**src/rtl/mem_port_arbiter.sv**
```systemverilog
// mem_port_arbiter: shares one single-port, variable-latency memory bus between the
// instruction-fetch requester (I) and the load/store requester (D). Data wins over
// fetch, except that I is forced through after STARVE_LIMIT consecutive D wins while
// I is waiting. Only one transaction is ever outstanding.
// Optional response watchdog: define ARB_TIMEOUT_EN to enable it (limit = TIMEOUT).
module mem_port_arbiter #(
   parameter int STARVE_LIMIT = 4,
   parameter int TIMEOUT      = 255
) (
   input  logic        clk,
   input  logic        reset,
   input  logic        i_req,
   input  logic [31:0] i_addr,
   output logic        i_gnt,
   output logic        i_rvalid,
   output logic [31:0] i_rdata,
   input  logic        d_req,
   input  logic        d_we,
   input  logic [31:0] d_addr,
   input  logic [31:0] d_wdata,
   input  logic [3:0]  d_wstrb,
   output logic        d_gnt,
   output logic        d_rvalid,
   output logic [31:0] d_rdata,
   output logic        m_req,
   output logic        m_we,
   output logic [31:0] m_addr,
   output logic [31:0] m_wdata,
   output logic [3:0]  m_wstrb,
   input  logic        m_gnt,
   input  logic        m_rvalid,
   input  logic [31:0] m_rdata,
   output logic        busy,
   output logic        err
);

   localparam int SW = $clog2(STARVE_LIMIT + 1);
   localparam logic [SW-1:0] STARVE_MAX = SW'(STARVE_LIMIT);
   // Instruction returned to the fetch stage when the watchdog abandons a fetch.
   localparam logic [31:0] NOP_INSN = 32'h0000_0013;

   typedef enum logic [1:0] {IDLE, WAIT_I, WAIT_D} state_t;

   state_t        r_state;
   state_t        w_nextState;
   logic [SW-1:0] r_starveCnt;
   logic          w_selI;
   logic          w_selD;
   logic          w_timeout;

`ifdef ARB_TIMEOUT_EN
   localparam int WW = (TIMEOUT < 1) ? 1 : $clog2(TIMEOUT + 1);

   logic [WW-1:0] r_wdCnt;

   assign w_timeout = (r_wdCnt == WW'(TIMEOUT)) & ~m_rvalid;

   // Watchdog: counts silent WAIT cycles; held at zero in IDLE so every WAIT starts fresh.
   always_ff @(posedge clk or posedge reset) begin
      if (reset) begin
         r_wdCnt <= '0;
      end else if (r_state == IDLE) begin
         r_wdCnt <= '0;
      end else if (!m_rvalid) begin
         r_wdCnt <= r_wdCnt + WW'(1);
      end
   end
`else
   logic w_unusedTimeout;

   assign w_timeout       = 1'b0;
   assign w_unusedTimeout = ^TIMEOUT;
`endif

   // State register; a reset mid-transaction simply abandons the outstanding access.
   always_ff @(posedge clk or posedge reset) begin
      if (reset) begin
         r_state <= IDLE;
      end else begin
         r_state <= w_nextState;
      end
   end

   // Starvation counter: consecutive D grants while I keeps waiting, saturating.
   always_ff @(posedge clk or posedge reset) begin
      if (reset) begin
         r_starveCnt <= '0;
      end else if (i_gnt || !i_req) begin
         r_starveCnt <= '0;
      end else if (d_gnt && (r_starveCnt != STARVE_MAX)) begin
         r_starveCnt <= r_starveCnt + SW'(1);
      end
   end

   // Arbitration, bus muxing, response routing and next-state selection.
   always_comb begin
      w_nextState = r_state;
      w_selI      = 1'b0;
      w_selD      = 1'b0;
      m_req       = 1'b0;
      m_we        = 1'b0;
      m_addr      = 32'h0;
      m_wdata     = 32'h0;
      m_wstrb     = 4'h0;
      i_gnt       = 1'b0;
      d_gnt       = 1'b0;
      i_rvalid    = 1'b0;
      i_rdata     = 32'h0;
      d_rvalid    = 1'b0;
      d_rdata     = 32'h0;
      err         = 1'b0;
      busy        = (r_state != IDLE);

      case (r_state)
         IDLE: begin
            w_selI = i_req & (~d_req | (r_starveCnt == STARVE_MAX));
            w_selD = d_req & ~w_selI;
            m_req  = w_selI | w_selD;
            if (w_selI) begin
               m_addr = i_addr;
            end else if (w_selD) begin
               m_we    = d_we;
               m_addr  = d_addr;
               m_wdata = d_wdata;
               m_wstrb = d_wstrb;
            end
            i_gnt = w_selI & m_gnt;
            d_gnt = w_selD & m_gnt;
            if (i_gnt) begin
               w_nextState = WAIT_I;
            end else if (d_gnt) begin
               w_nextState = WAIT_D;
            end
         end
         WAIT_I: begin
            if (m_rvalid) begin
               i_rvalid    = 1'b1;
               i_rdata     = m_rdata;
               w_nextState = IDLE;
            end else if (w_timeout) begin
               i_rvalid    = 1'b1;
               i_rdata     = NOP_INSN;
               err         = 1'b1;
               w_nextState = IDLE;
            end
         end
         WAIT_D: begin
            if (m_rvalid) begin
               d_rvalid    = 1'b1;
               d_rdata     = m_rdata;
               w_nextState = IDLE;
            end else if (w_timeout) begin
               d_rvalid    = 1'b1;
               d_rdata     = NOP_INSN;
               err         = 1'b1;
               w_nextState = IDLE;
            end
         end
         default: begin
            w_nextState = IDLE;
         end
      endcase
   end

endmodule

```
**config.mk**
```make
export PLATFORM = sky130hd
export DESIGN_NAME = mem_port_arbiter
export DESIGN_NICKNAME = d
export VERILOG_FILES = /design/src/rtl/mem_port_arbiter.sv
export SDC_FILE = /design/constraint.sdc
export NUM_CORES = 1
export LEC_CHECK = 0
export ABC_AREA = 1
export CAP_MARGIN = 20
export CORE_AREA = 4 4 108 110
export CTS_BUF_LIST = sky130_fd_sc_hd__clkbuf_16
export CTS_CLUSTER_DIAMETER = 30
export DETAILED_ROUTE_END_ITERATION = 10
export DIE_AREA = 0 0 112 114
export PLACE_DENSITY = 0.71
export SYNTH_ARGS = -nofsm -noshare
export SYNTH_HDL_FRONTEND = slang
export SYNTH_SLANG_ARGS = --single-unit
```
**constraint.sdc**
```tcl
create_clock -name clk -period 1.8 [get_ports clk]
set_input_delay 0.36 -clock clk [delete_from_list [all_inputs] [get_ports clk]]
set_output_delay 0.36 -clock clk [all_outputs]
set_load 0.02 [all_outputs]
```
==> results.sh, run 1 <==
export IMPL_crit_slowest_cell="dfrtp_1"
export IMPL_pre_cts_slack_ns=-0.7072
export IMPL_holdBufCountCts=0
export IMPL_p_switching_mw=2.370
export IMPL_cts_max_level=1
export IMPL_cp_required_ns=1.44
export IMPL_die_w_um=112
export IMPL_syn_avg_cell_area_um2=4.620
export IMPL_cts_max_path_buffers=2
export IMPL_hold_class="input port to asynchronous set/reset pin"
export IMPL_grt_overflow=0
export IMPL_internal_power_mw=2.672
export IMPL_drive_above_1_share_pct=47.38
export IMPL_wl_per_cell_um=16.19
export IMPL_io_buffers=277
export IMPL_grt_pass1_vias=2932
export IMPL_setup_ws_ns=-0.2845
export IMPL_synth_seq_area_share_pct=7.782
export IMPL_antenna_cells=0
export IMPL_drt_pass1_iter_count=4
export IMPL_path_buf_inv=4
export IMPL_rsz0062_at_grt="yes"
export IMPL_path_common_cell="nand2_2"
export IMPL_grt_pass1_wl_mm=14.49
export IMPL_criticalPathCategory="flop to output pin"
export IMPL_crit_family="buffers and inverters"
export IMPL_violations="negative setup slack"
export IMPL_power_per_cell_area_nw_per_um2=835.8
export IMPL_drtIter0Drc=134
export IMPL_antenna_left=0
export IMPL_dpl_hpwl_mm=8.373
export IMPL_outcome="finished, violations left"
export IMPL_cp_end_kind="output pin"
export IMPL_cts_buffers=3
export IMPL_p_clk_share_pct=7.0
export IMPL_clock_latency_ns=0.22
export IMPL_dpl_cell_area_um2=4676
export IMPL_ir_drop_v=0.001026
export IMPL_detailroute_via_count=3412
export IMPL_place_gp_congestion=0.8905
export IMPL_viasPerCell=4.218
export IMPL_initial_core_util_pct=15.03
export IMPL_critPathMaxStageDelay_ns=0.34
export IMPL_maxSlewViolCount=0
export IMPL_fin_nets=814
export IMPL_fill_cells=948
export IMPL_pwr_share_comb_pct=89.6
export IMPL_area_growth_synth_to_final_pct=275.2
export IMPL_ys_ff_latch=5
export IMPL_hold_violations=0
export IMPL_maxCapViolations=0
export IMPL_routed_wl_mm=13.10
export IMPL_finalSetupViolations=111
export IMPL_startpoint_type="flop"
export IMPL_ys_warnings_count=0
export IMPL_fin_util_pct=56.39
export IMPL_reg2reg_slack_ns=0.20
export IMPL_swShare_pct=47.00
export IMPL_max_freq_mhz=479.7
export IMPL_design_area_um2=6032
export IMPL_fin_crit_sh_pct=115.8
export IMPL_rr_worst_depth=11
export IMPL_dieHeight_um=114
export IMPL_power_frac_seq_pct=3.4
export IMPL_power_mw=5.041
export IMPL_antenna_found_initial=0
export IMPL_drc=0
export IMPL_r2r_end="r_starveCnt[0]"
export IMPL_core_um2=10700
export IMPL_synth_distinct_cells=22
export IMPL_ios=279
export IMPL_track_usage_pct=13.67
export IMPL_final_setup_tns_ns=-17.75
export IMPL_finalCriticalPeriod_ns=2.084
export IMPL_die_area_um2=12770
export IMPL_synthesis_nets=492
export IMPL_skew_ns=0.0001945
export IMPL_r2r_start="r_state[1]"
export IMPL_synth_cells=348
export IMPL_cts_tree="done"
export IMPL_arrival_ns=1.72
export IMPL_clk_pin_slew_ns=0.03
export IMPL_row_count=38
export IMPL_crit_chain="inv_1, ha_1, nand2_2, nand2_2, nand2_4, nand3_4, buf_12, clkbuf_16, nor2_4, buf_6"
export IMPL_grt_max_degree=70
export IMPL_cts_root_buf="clkbuf_16"
export IMPL_synth_cell_area_um2=1608
export IMPL_cts_sinks=5
export IMPL_worstPathMaxFanout=8
export IMPL_p_leak_nw=2.992
-- power by group through the flow --
stage / combinational [mW] / sequential (mW) / clock [mW]
floorplan: 1.42 / 0.175 / 0
global route: 4.76 / 0.176 / 0.371
detailed placement: 3.04 / 0.169 / 0
CTS: 2.75 / 0.169 / 0.361
global placement: 3.00 / 0.167 / 0
finish: 4.52 / 0.173 / 0.351
-- cell usage in the layout (no fill, tap or decap), types with 10 or more instances in the layout --
master / synthesis / routed
clkdlybuf4s50_1: 0 / 135
buf_12: 0 / 10
clkbuf_16: 0 / 14
o21ai_1: 0 / 28
inv_1: 116 / 113
nor2_1: 105 / 12
buf_6: 1 / 91
nor2_4: 0 / 73
nor2_2: 0 / 20
buf_4: 4 / 84
nand3_1: 36 / 35
-- what timing repair did --
item,4_1_cts,5_1_grt
pin swaps,0,2
setup endpoints to repair,139,142
cloned,0,16
gates resized for setup,479,535
buffers inserted,0,26
-- cell families after synthesis --
kind of cell,share of synthesized area [%]
fa+ha+maj,3.891
compound gates,12.37
other cells,0.2332
simple gates,41.01
buf+inv,34.16
flops,7.782
xor+xnor,0.5448
-- layout make-up --
| class | instances | area (µm²) | share of cell area, % |
|---|---|---|---|
| clock buffers | 3 | 75.07 | 1.245 |
| flip-flops and latches | 5 | 125.1 | 2.074 |
| repair buffers | 338 | 3572 | 59.22 |
| well taps | 140 | 175.2 | 2.904 |
| multi-input cells | 205 | 1642 | 27.21 |
| clock inverters | 1 | 3.754 | 0.06223 |
| inverters | 117 | 439.2 | 7.281 |
-- sequential cells by signal, summed over array words and instances (netlist names) --
signal	flops
r_starveCnt	3
r_state	2
-- metrics by stage --
step                      cells  hold WS, ns
after global routing        809       0.3790
final                       809       0.3446
after floorplan             348       0.1385
after detailed placement    763       0.5767
after CTS                   767       0.3505
after global placement      763       0.5651
-- worst max-delay path by stage --
stage | startpoint | endpoint | cells after the start
floorplan | r_starveCnt[0] | m_addr[11] | 8
global placement | d_req | m_addr[23] | 7
detailed placement | d_req | m_addr[20] | 7
CTS | r_starveCnt[0] | m_addr[20] | 9
global route | r_starveCnt[1] | m_wdata[1] | 10
finish | r_starveCnt[0] | m_wdata[1] | 10
-- cells in the mapped netlist, drive strengths merged --
library cell  instances  share of area, %
ha                    5               3.9
clkbuf                6               1.4
nand3                37                12
o21ai                35                11
a21oi                 2              0.62
dfrtp                 5               7.8
nand2                15               4.0
buf                  15               5.4
o21bai                1              0.47
xnor2                 1              0.54
nand4                 1              0.39
conb                  1              0.23
nor3                  1              0.31
o22ai                 1              0.39
inv                 117                27
nor2                105                25
-- routing by layer --
metal / GRT usage [%] / wire length (µm) / up-vias
li1: - / - / 1642
met1: 15.01 / 5013 / 1597
met2: 27.14 / 7117 / 154
met3: 2.440 / 777 / 19
met4: 3.045 / 190 / 0
met5: 0 / 0 / -
(Power assumes the default switching activity.)
==> inputs of run 2 (changes only) <==
==> config.mk (replaced) <==
export PLATFORM = sky130hd
export DESIGN_NAME = mem_port_arbiter
export DESIGN_NICKNAME = d
export VERILOG_FILES = /design/src/rtl/mem_port_arbiter.sv
export SDC_FILE = /design/constraint.sdc
export NUM_CORES = 1
export LEC_CHECK = 0
export CAP_MARGIN = 20
export CORE_AREA = 4 4 105 107
export CTS_BUF_LIST = sky130_fd_sc_hd__clkbuf_16
export CTS_CLUSTER_DIAMETER = 30
export DETAILED_ROUTE_END_ITERATION = 10
export DIE_AREA = 0 0 109 111
export PLACE_DENSITY = 0.73
export SYNTH_ARGS = -nofsm -noshare
export SYNTH_HDL_FRONTEND = slang
export SYNTH_SLANG_ARGS = --single-unit
==> run 2 against run 1 <==
The run still ends with negative setup slack left; area after synthesis down 7.9%; synthesized cell count decreased by 40%; global-route usage grew 6.2 points; cell count down 19%; clock power is essentially flat; via count fell by 15%; setup slack got worse by 0.047 ns; clock skew about the same; sequential power shrank 13%.
==> results.sh, run 2 <==
export IMPL_p_clk_share_pct=6.7
export IMPL_clk_pin_slew_ns=0.03
export IMPL_cts_buffers=3
export IMPL_largest_register_ffs=3
export IMPL_cp_required_ns=1.44
export IMPL_die_area_um2=12100
export IMPL_violations="negative setup slack"
export IMPL_skew_ns=0.0001366
export IMPL_numPlacedInstances=615
export IMPL_antenna_cells=0
export IMPL_swShare_pct=40.04
export IMPL_crit_slowest_cell="dfrtp_1"
export IMPL_synth_cells=208
export IMPL_ir_drop_v=0.0008904
export IMPL_die_w_um=109
export IMPL_place_gp_congestion=0.8565
export IMPL_p_switching_mw=2.097
export IMPL_crit_chain="inv_2, ha_4, a21bo_4, and3_4, buf_12, a22o_4, buf_6"
export IMPL_regMostFlops="r_starveCnt"
export IMPL_maxSlewViolCount=0
export IMPL_ios=279
export IMPL_synth_async_reset_ratio_pct=100.0
export IMPL_routed_wl_mm=12.85
export IMPL_seqCellArea_um2=125.1
export IMPL_dieHeight_um=111
export IMPL_fin_crit_sh_pct=118.4
export IMPL_synth_commonest_cells="66 x and3_1, 42 x and2_1, 32 x a22o_1"
export IMPL_ys_ff_latch=5
export IMPL_clock_latency_ns=0.22
export IMPL_finalSetupViolations=117
export IMPL_detailroute_via_count=2913
export IMPL_grt_overflow=0
export IMPL_synth_top_cell_by_area="and3_1"
export IMPL_cp_end_kind="output pin"
export IMPL_grt_pass1_vias=3227
export IMPL_io_buffers=277
export IMPL_grt_max_degree=35
export IMPL_wl_per_cell_um=19.59
export IMPL_synthFlopType="dfrtp_1"
export IMPL_setup_ws_ns=-0.3314
export IMPL_worstPathMaxFanout=6
export IMPL_crit_family="compound AO/OA/AOI/OAI gates"
export IMPL_timing_hold_ws_ns=0.3328
export IMPL_power_mw=5.238
export IMPL_synth_top_area_share_pct=27.90
export IMPL_initial_core_util_pct=14.60
export IMPL_syn_avg_cell_area_um2=7.116
export IMPL_cts_root_buf="clkbuf_16"
export IMPL_fin_nets=665
export IMPL_p_leak_nw=2.736
export IMPL_antenna_left=0
export IMPL_fin_cells=656
export IMPL_hold_violations=0
export IMPL_cts_tree="done"
export IMPL_multi_input_area_um2=1949
export IMPL_maxCapViolations=0
export IMPL_core_um2=10140
export IMPL_synth_area_leaders="and3_1 28%, a22o_1 19%, and2_1 18%, dfrtp_1 8.5%, clkbuf_1 4.6%"
export IMPL_row_count=37
export IMPL_drc=0
export IMPL_synth_cell_area_um2=1480
export IMPL_cts_sinks=5
export IMPL_mostFrequentLayoutCell="buf_6"
export IMPL_layout_common_cells="142 x buf_6, 135 x clkdlybuf4s50_1, 64 x and3_4, 34 x and2_4, 32 x a22o_4"
export IMPL_grt_pass1_wl_mm=18.88
export IMPL_antenna_found_initial=0
export IMPL_cts_max_path_buffers=2
export IMPL_arrival_ns=1.77
export IMPL_path_buf_inv=3
export IMPL_fill_cells=819
export IMPL_viasPerCell=4.441
export IMPL_drt_pass1_iter_count=4
export IMPL_hold_class="input port to asynchronous set/reset pin"
export IMPL_power_frac_seq_pct=2.9
export IMPL_critPathMaxStageDelay_ns=0.35
export IMPL_dpl_hpwl_mm=8.481
export IMPL_outcome="finished, violations left"
export IMPL_max_freq_mhz=469.2
export IMPL_ys_warnings_count=0
export IMPL_synthesis_nets=352
export IMPL_cts_max_level=1
export IMPL_synth_seq_area_share_pct=8.453
export IMPL_finalCriticalPeriod_ns=2.131
export IMPL_startpoint_type="flop"
export IMPL_drtIter0Drc=102
export IMPL_yosysMostFrequentCell="and3_1"
export IMPL_criticalPathCategory="flop to output pin"
export IMPL_fin_util_pct=58.81
export IMPL_synth_distinct_cells=30
export IMPL_internal_power_mw=3.140
export IMPL_pwr_share_comb_pct=90.4
export IMPL_reg_largest_list="r_starveCnt: 3 flops, r_state: 2 flops"
export IMPL_synth_edf_count=0
export IMPL_track_usage_pct=19.82
export IMPL_power_per_cell_area_nw_per_um2=878.5
export IMPL_area_growth_synth_to_final_pct=302.8
export IMPL_rsz0062_at_grt="yes"
export IMPL_drive_above_1_share_pct=66.54
run 2: cell types whose count changed after synthesis, sizes merged, moves of 2 or more:
cell    change
a22o       +32
nand3      -35
nand2      -12
nor2      -102
clkbuf     +12
and2       +42
inv       -110
and3       +67
nor2b       +2
buf         -7
o21ai      -34
run 2: layer usage:
layer	part of all wire [%]	track usage [%]
met5	0	0
met4	0.93	2.946
met3	5.2	1.631
met2	55	38.08
met1	39	23.73
run 2: repair_timing:
action                                  4_1_cts  5_1_grt
buffers inserted                             25        8
pin swaps                                    11       16
resized for setup                           873       95
hold buffers                                  0        0
cloned                                       13        1
endpoints found under the setup margin      139      139
run 2: area by class of cell:
type	instances	share of cell area [%]
Clock buffer	3	1.259
Clock inverter	1	0.06296
Inverter	7	0.4407
Multi-Input combinational cell	173	32.70
Sequential cell	5	2.099
Tap cell	136	2.854
Timing Repair Buffer	331	60.59
run 2: cell families after synthesis:
family                     Yosys count  synth area share [%]
and+or+nand+nor                    122                 50.72
AOI/OAI and AO/OA                   42                 24.68
adders and majority gates            5                 4.227
buffers and inverters               33                 11.66
other                                1                0.2533
DFF                                  5                 8.453
run 2: path summary, 6_finish.rpt:
check                                from              to  slack, ns  cells after the start
max                        r_starveCnt[1]      m_addr[23]      -0.33                      7
min                                 reset  r_starveCnt[1]       0.33                      2
max reg2reg                    r_state[0]      r_state[1]       0.22                      8
min in group clk           r_starveCnt[2]  r_starveCnt[2]       0.65                      2
max in group asynchronous           reset  r_starveCnt[2]       1.30                      2
min reg2reg                r_starveCnt[2]  r_starveCnt[2]       0.65                      2
run 2: through the flow:
| step | TNS [ns] | instance area (µm²) | setup WS (ns) |
|---|---|---|---|
| 2_1_floorplan | -1.610 | 1824 | -0.06388 |
| 3_3_place_gp | -88.35 | 4822 | -0.9285 |
| 3_5_place_dp | -90.73 | 4822 | -1.008 |
| 4_1_cts | -26.14 | 5821 | -0.3279 |
| 5_1_grt | -27.00 | 5962 | -0.3587 |
| 6_report | -19.96 | 5962 | -0.3314 |
run 2: power groups by stage:
stage	logic [mW]	registers [mW]	clock network [mW]
5_1_grt	4.97	0.152	0.363
3_5_place_dp	3.37	0.146	0
4_1_cts	4.63	0.149	0.358
2_1_floorplan	1.75	0.148	0
3_3_place_gp	3.32	0.145	0
6_report	4.74	0.150	0.352
==> inputs of run 3 (changes only) <==
--- a/config.mk
+++ b/config.mk
@@ -9,6 +9,7 @@
 export CORE_AREA = 4 4 105 107
 export CTS_BUF_LIST = sky130_fd_sc_hd__clkbuf_16
 export CTS_CLUSTER_DIAMETER = 30
+export CTS_CLUSTER_SIZE = 14
 export DETAILED_ROUTE_END_ITERATION = 10
 export DIE_AREA = 0 0 109 111
 export PLACE_DENSITY = 0.73
==> results of run 3 <==
Final layout, timing and power as in run 2 (identical DEF).
